===== config.mk =====
export PLATFORM = sky130hd
export DESIGN_NAME = y_mdu
export DESIGN_NICKNAME = d
export VERILOG_FILES = /design/src/rtl/y_mdu.sv
export SDC_FILE = /design/constraint.sdc
export NUM_CORES = 1
export LEC_CHECK = 0
export CORE_ASPECT_RATIO = 1.1
export CORE_MARGIN = 1.5
export CORE_UTILIZATION = 30
export DETAILED_ROUTE_END_ITERATION = 10
export HOLD_SLACK_MARGIN = 0.15
export SLEW_MARGIN = 20
export SYNTH_ARGS = -nofsm -noshare
export SYNTH_HDL_FRONTEND = slang
export SYNTH_SLANG_ARGS = --single-unit

===== constraint.sdc =====
create_clock -name clk -period 4.43 [get_ports clk]
set_input_delay 0.886 -clock clk [delete_from_list [all_inputs] [get_ports clk]]
set_output_delay 0.886 -clock clk [all_outputs]
set_load 0.01 [all_outputs]

===== src/rtl/y_mdu.sv =====
// y_mdu -- iterative RISC-V M-extension multiply/divide unit.
//
// One operation per accepted start. Multiplies use shift-add and divides use
// restoring division. Both run on operand magnitudes for WIDTH iterations. A
// final fix-up cycle applies the sign and selects the result. Latency is
// always WIDTH+1 cycles from the accepting edge to the done pulse.
//
// Ports:
//   clk    rising-edge clock
//   rst    asynchronous active-high reset
//   start  request, sampled only while idle
//   op     funct3: 000 MUL, 001 MULH, 010 MULHSU, 011 MULHU,
//                  100 DIV, 101 DIVU, 110 REM, 111 REMU
//   a, b   rs1 / rs2 operands
//   busy   operation in progress
//   done   one-cycle completion pulse
//   z      result, held until the next op completes
//   ex     divide-by-zero flag, held with z
//
// Configuration macro Y_MDU_DIV_EN:
//   defined   -> full unit with divider.
//   undefined -> the divider is not built. Divide ops still take WIDTH+1
//                cycles and return z=0, ex=1.
//
// state | meaning
// ------+--------------------------------------------------
// IDLE  | waiting for start, outputs hold the last result
// CALC  | one shift-add / trial-subtract iteration per cycle
// FIX   | sign correction, result select, done pulse

module y_mdu #(
   parameter int WIDTH = 32
) (
   input  logic             clk,
   input  logic             rst,
   input  logic             start,
   input  logic [2:0]       op,
   input  logic [WIDTH-1:0] a,
   input  logic [WIDTH-1:0] b,
   output logic             busy,
   output logic             done,
   output logic [WIDTH-1:0] z,
   output logic             ex
);

   localparam int CW = $clog2(WIDTH);
   localparam logic [CW-1:0] CNT_LAST = CW'(WIDTH - 1);

   localparam logic [1:0] S_IDLE = 2'd0;
   localparam logic [1:0] S_CALC = 2'd1;
   localparam logic [1:0] S_FIX  = 2'd2;

   logic [1:0]         state;
   logic [CW-1:0]      cnt;
   logic [2:0]         op_r;
   logic               sgn;
   logic [WIDTH-1:0]   opnd;
   logic [2*WIDTH-1:0] acc;
`ifdef Y_MDU_DIV_EN
   logic               dz;
`endif

   // Operand decode at the accepting edge.
   logic             a_sig;
   logic             b_sig;
   logic [WIDTH-1:0] a_mag;
   logic [WIDTH-1:0] b_mag;
   logic             sgn_in;

   always_comb begin
      a_sig = ~op[0] | (op == 3'b001);
      b_sig = op[2] ? ~op[0] : ~op[1];
      a_mag = (a_sig & a[WIDTH-1]) ? -a : a;
      b_mag = (b_sig & b[WIDTH-1]) ? -b : b;
      sgn_in = 1'b0;
      case (op)
         3'b000, 3'b001, 3'b100: sgn_in = (a_sig & a[WIDTH-1]) ^ (b_sig & b[WIDTH-1]);
         3'b010, 3'b110:         sgn_in = a[WIDTH-1];
         default:                sgn_in = 1'b0;
      endcase
   end

   // One iteration. For multiply, acc = {partial product, remaining
   // multiplier bits}. For divide, acc = {remainder, dividend/quotient}.
   logic [2*WIDTH-1:0] acc_nxt;
   logic [WIDTH:0]     sum;
`ifdef Y_MDU_DIV_EN
   logic [WIDTH:0]     r_sh;
   logic [WIDTH:0]     diff;
`endif

   always_comb begin
      sum = acc[0] ? ({1'b0, acc[2*WIDTH-1:WIDTH]} + {1'b0, opnd})
                   : {1'b0, acc[2*WIDTH-1:WIDTH]};
      acc_nxt = {sum, acc[WIDTH-1:1]};
`ifdef Y_MDU_DIV_EN
      r_sh = {acc[2*WIDTH-1:WIDTH], acc[WIDTH-1]};
      diff = r_sh - {1'b0, opnd};
      if (op_r[2]) begin
         // A set top bit in diff is a borrow, so restore the shifted remainder.
         if (!diff[WIDTH])
            acc_nxt = {diff[WIDTH-1:0], acc[WIDTH-2:0], 1'b1};
         else
            acc_nxt = {r_sh[WIDTH-1:0], acc[WIDTH-2:0], 1'b0};
      end
`endif
   end

   // Fix-up: apply the sign and select the result.
   logic [2*WIDTH-1:0] prod_n;
   logic [WIDTH-1:0]   res;
   logic               ex_n;
`ifdef Y_MDU_DIV_EN
   logic [WIDTH-1:0]   quo_n;
   logic [WIDTH-1:0]   rem_n;
`endif

   always_comb begin
      prod_n = sgn ? -acc : acc;
`ifdef Y_MDU_DIV_EN
      quo_n = sgn ? -acc[WIDTH-1:0] : acc[WIDTH-1:0];
      rem_n = sgn ? -acc[2*WIDTH-1:WIDTH] : acc[2*WIDTH-1:WIDTH];
      ex_n  = op_r[2] & dz;
`else
      ex_n  = op_r[2];
`endif
      res = '0;
      case (op_r)
         3'b000:                 res = prod_n[WIDTH-1:0];
         3'b001, 3'b010, 3'b011: res = prod_n[2*WIDTH-1:WIDTH];
`ifdef Y_MDU_DIV_EN
         // With b=0 the divider yields quotient all ones and remainder |a|.
         // The sign fix already turns the remainder back into a. The
         // quotient needs an override so that it stays all ones.
         3'b100, 3'b101:         res = dz ? '1 : quo_n;
         3'b110, 3'b111:         res = rem_n;
`endif
         default:                res = '0;
      endcase
   end

   always_ff @(posedge clk or posedge rst) begin
      if (rst) begin
         state <= S_IDLE;
         cnt   <= '0;
         op_r  <= '0;
         sgn   <= 1'b0;
         opnd  <= '0;
         acc   <= '0;
`ifdef Y_MDU_DIV_EN
         dz    <= 1'b0;
`endif
         done  <= 1'b0;
         z     <= '0;
         ex    <= 1'b0;
      end else begin
         done <= 1'b0;
         case (state)
            S_IDLE: begin
               if (start) begin
                  op_r  <= op;
                  sgn   <= sgn_in;
                  // The multiplier or the dividend goes in the low half of acc.
                  acc   <= {{WIDTH{1'b0}}, (op[2] ? a_mag : b_mag)};
                  opnd  <= op[2] ? b_mag : a_mag;
`ifdef Y_MDU_DIV_EN
                  dz    <= (b == '0);
`endif
                  cnt   <= '0;
                  state <= S_CALC;
               end
            end
            S_CALC: begin
               acc <= acc_nxt;
               cnt <= cnt + 1'b1;
               if (cnt == CNT_LAST)
                  state <= S_FIX;
            end
            S_FIX: begin
               z     <= res;
               ex    <= ex_n;
               done  <= 1'b1;
               state <= S_IDLE;
            end
            default: state <= S_IDLE;
         endcase
      end
   end

   assign busy = (state != S_IDLE);

endmodule


### Word level (Yosys, flattened, before mapping)

Cells that the tools add are included.

* mux-type cells: 17
* equal/unequal tests: 12
* reduce and logical (&&, ||, !) cells: 11
* add/sub/neg operators: 5
* bitwise gates (word level): 6

Operator list (count)
* 32-bit two-way mux: 4
* 64-bit two-way mux: 2
* 64-bit one-hot mux with 2 select lines: 1
* 32-bit negator: 2
* 64-bit negator: 1
* 32-bit one-hot mux with 2 select lines: 1
* 32-bit by 32-bit adder with 33-bit output: 1
* 33-bit two-way mux: 1
* 5-bit one-hot mux with 2 select lines: 1
* 3-bit by 2-bit == test with 1-bit output, second input constant: 3
* 3-bit by 1-bit == test with 1-bit output, second input constant: 2
* 3-bit == test, second input constant: 2
* 3-bit zero test: 2
* 2-bit AND reduction: 3
* 3-bit OR reduction: 2
* 5-bit by 1-bit adder with 5-bit output, second input constant: 1
* 5-bit == test, second input constant: 1
* 5-bit two-way mux: 1
* 2-bit two-way mux: 2
* 2-bit != test, second input constant: 2
* 2-bit one-hot mux with 2 select lines: 1
* 2-bit nonzero test: 2
* 1-bit bitwise AND: 2
* 2-bit by 1-bit == test with 1-bit output, second input constant: 1
* 8 further kinds: 10

* register bits after elaboration: 141
* word-level logic and storage cells: 60
* output and inout port bits: 35
* input port bits: 70

### Depth between registers and ports, before layout

* word-level depth: 7
* mapped depth: 12

### Worst setup path after synthesis

Ideal clock, no wire load.

* path type: input to register
* start: input port a[5]
* end: register acc[24]
* library setup time: 0.126 ns
* cell stages on the path: 7
* data arrival time: 3.127 ns
* buffers on the path: 0
* setup slack: 1.177 ns
* cells stage by stage: or4_1 > or4_1 > nor4_1 > a21oi_1 > xnor2_1 > a211oi_1 > a221o_1

* longest elaborated chain between the ends: 5

Ends and longest elaborated chain
* start: declaration: line 38 `input logic [WIDTH-1:0] a,`
* 32-bit negator: line 73 `a_mag = (a_sig & a[WIDTH-1]) ? -a : a;`
* 32-bit two-way mux: line 73
* 32-bit two-way mux: line 164 `acc <= {{WIDTH{1'b0}}, (op[2] ? a_mag : b_mag)};`
* 64-bit two-way mux: line 160 `if (start) begin`
* 64-bit one-hot mux with 2 select lines: line 158 `case (state)`
* end signal: assignment: line 164
* end signal: assignment: line 174 `acc <= acc_nxt;`
* end: declaration: line 58 `logic [2*WIDTH-1:0] acc;`

Every way passes these cells. The select of a mux whose other input is x is not followed.
A chain may end at the register's enable or synchronous reset.

### Worst setup path after layout

* start: register acc[24]
* end: register z[23]

* longest elaborated chain between the ends: 3

Ends and longest elaborated chain
* 64-bit negator: line 119 `prod_n = sgn ? -acc : acc;`
* 64-bit two-way mux: line 119
* 32-bit one-hot mux with 2 select lines: line 128 `case (op_r)`
* end signal: assignment: line 180 `z <= res;`
* end: declaration: line 42 `output logic [WIDTH-1:0] z,`

Every way passes these cells.

==> results.cfg <==
[status]
status = complete, no violations

[floorplanning]
fp.dieH_um = 202.4
die_w_um = 184.3
initial_core_util = 0.3063
die-area_um2 = 37290
pin_count = 105
core_area_um2 = 35400
rows = 72

[synthesis]
synth_top_cell_by_area = dfrtp_1
synth_edf_count = 0
ys_top_cells_by_area = dfrtp_1 (33%), o21ai_0 (7.8%), xnor2_1 (6.1%)
ys_async_sr_fraction = 1.000
synth.avg_cell_area_um2 = 7.984
syn_area_um2 = 10840
yosysTopAreaCellShare = 0.3254
yosys_warnings = 0
syn_inst = 1358
synth_fp_nets = 1466
synth_seq_cells = 141
ys.flop_type = dfrtp_1
synth_cell_types = 68
ys_seq_area_frac = 0.3254

[worst_setup_path]
cp-end-kind = flip-flop
rr_worst_depth = 8
regToRegEndpoint = z[23]$_DFFE_PP0P_
r2r-start = acc[24]$_DFFE_PP0P_
cp.arrival_ns = 3.95
crit_type = reg -> reg
start_kind = flip-flop
crit_start = acc[24]$_DFFE_PP0P_
worst-r2r-setup-slack_ns = 0.82
cp.required_ns = 4.77
crit_fanout = 10

[route]
routedWlPerCell_um = 17.29
drc_errors = 0
ant_nets = 0
drtPass1Iterations = 5
wl_met2_mm = 13.85
dr_wl_met3_mm = 1.499
vias = 10180
routed_wl_mm = 32.97
via_per_inst = 5.339
drt_iter0_markers = 665
highest_layer = met4
wl_met1_mm = 17.22

[cts]
clkTransAtPathRegs_ns = 0.06
htreeDepth = 4
clkLatencyLatePin_ns = 0.42
numCtsBuffers = 17
post_cts_buffers = 0
cts_buffer_depth = 2
cts_tree = yes
cts_num_sinks = 141
hold_buffers = 0
postCtsResizedCells = 0
root_buffer = clkbuf_16

[worst_hold_path]
min_path_type = reg -> reg
min_path_cells = 2
hold_start = z[16]$_DFFE_PP0P_
hold_end = z[16]$_DFFE_PP0P_

[global_routing]
grt_pass1_wl_mm = 53.65
grt_pass1_vias = 9655
grt.total_usage = 0.1810
antenna_found_initial = 1
grt_max_degree = 127
grt-ovfl-total = 0

[layout]
syn2layout_area_growth_pct = 19.24
diodes = 0
fin_util = 0.3652
n_fill_cell = 3647
drive_gt1_frac = 0.05049
multiInputGateArea_um2 = 6892
instances_no_fill = 1907
seqCellArea_um2 = 3530
nNetsFinal = 1521

[timing]
finalSetupViolations = 0
slew_headroom = 0.2852
maxSlewViolCount = 0
tns_ns = 0
period_share = 0.8141
layout_min_cycle_time_ns = 3.606
rsz0062_at_grt = false
fmax_ghz = 0.2773
hold_viol = 0
worst_slew_pin_slew_ns = 1.072
fin_skew_ns = 0.01443

[power]
peakVddDrop_uv = 319.8
power_density_nw_per_um2 = 678.3
p_leak_uw = 0.005186

[placement]
hpwl_mm = 25.69
gp_congestion = 0.8962
io_buffer_count = 104
dp_cells = 1875

[flow_run]
cap_violations = 0
cells by family (layout without fill, tap and decap cells):
group,after synthesis,count (layout),share of synthesized area
compound gates,477,477,0.2701
simple gates,429,429,0.1892
flops,141,141,0.3254
xor+xnor,138,138,0.1115
buf+inv,115,183,0.04062
fa+ha+maj,38,38,0.04454
mux,20,20,0.01858
area by class of cell:
class | count | area share
Multi-Input combinational cell | 1102 | 0.5331
Sequential cell | 141 | 0.2730
Timing Repair Buffer | 124 | 0.09291
Tap cell | 481 | 0.04655
Clock buffer | 19 | 0.03349
Clock inverter | 13 | 0.01287
Inverter | 27 | 0.008129
power by group:
part / switching (uW) / internal (uW) / leakage [uW] / total, uW
combinational: 2600 / 1990 / 0.00312 / 4580
clock: 588 / 889 / 0.000284 / 1480
sequential: 906 / 1800 / 0.00178 / 2710
total: 4090 / 4680 / 0.00519 / 8770
Yosys cell counts (9+ instances only):
cell	n
nor4_1	9
nor3_1	24
o41ai_1	15
a31oi_1	12
o221ai_1	9
a211oi_1	16
xor2_1	63
ha_1	37
nand2b_1	16
a22oi_1	22
a21oi_1	123
nand3_1	35
o21ai_0	170
or3_1	15
nor2_1	119
nand2_1	141
o31ai_1	28
inv_1	27
a221o_1	10
a21o_1	18
or4_1	17
xnor2_1	75
clkbuf_1	79
dfrtp_1	141
and3_1	10
mux2i_1	19
o21a_1	9
cell usage in the layout (no fill, tap or decap), drive strengths merged, types with 19 or more instances in the layout:
cell and count:
o21ai 176, nand2 141, dfrtp 141, a21oi 123, nor2 119, clkdlybuf4s50 103
xnor2 75, xor2 63, ha 37, nand3 35, o31ai 28, inv 27
nor3 24, a22oi 22, buf 21, or4 20, mux2i 19, clkbuf 19
worst max-delay path: stages (launching register included):
cell     delay (ns)
dfrtp_1        0.51
or4_1          0.62
nor4b_1        0.56
nand4_1        0.37
or3_1          0.62
or4_1          0.51
o21ai_0        0.09
o21ai_1        0.09
a21oi_1        0.15
metal layers:
layer | track usage | vias up
li1 | - | 5072
met1 | 0.2763 | 4814
met2 | 0.2696 | 268
met3 | 0.01946 | 27
met4 | 0.04420 | 0
met5 | 0 | -
metrics by stage:
step	hold slack (ns)	cell area, um^2	setup slack, ns	power (uW)
after global placement	0.4655	12330	0.4140	7160
final	0.4824	12930	0.8235	8769
after detailed placement	0.4836	12330	0.4453	7251
after CTS	0.4906	12930	0.8241	8747
after global routing	0.5198	12930	0.6004	9516
after floorplan	0.4494	10850	1.177	5875
flip-flops by register name (all words and copies together) (netlist names):
register	flops
op_r	3
opnd	32
state	2
done	1
z	32
sgn	1
ex	1
acc	64
cnt	5
worst max path at each step:
| stage | to | slack, ns | cells after the start |
|---|---|---|---|
| CTS | z[23]$_DFFE_PP0P_ | 0.82 | 8 |
| finish | z[23]$_DFFE_PP0P_ | 0.82 | 8 |
| global placement | acc[29]$_DFFE_PP0P_ | 0.41 | 9 |
| global route | z[23]$_DFFE_PP0P_ | 0.60 | 8 |
| detailed placement | opnd[29]$_DFFE_PP0P_ | 0.45 | 9 |
| floorplan | acc[24]$_DFFE_PP0P_ | 1.18 | 7 |
(Power assumes the default switching activity.)
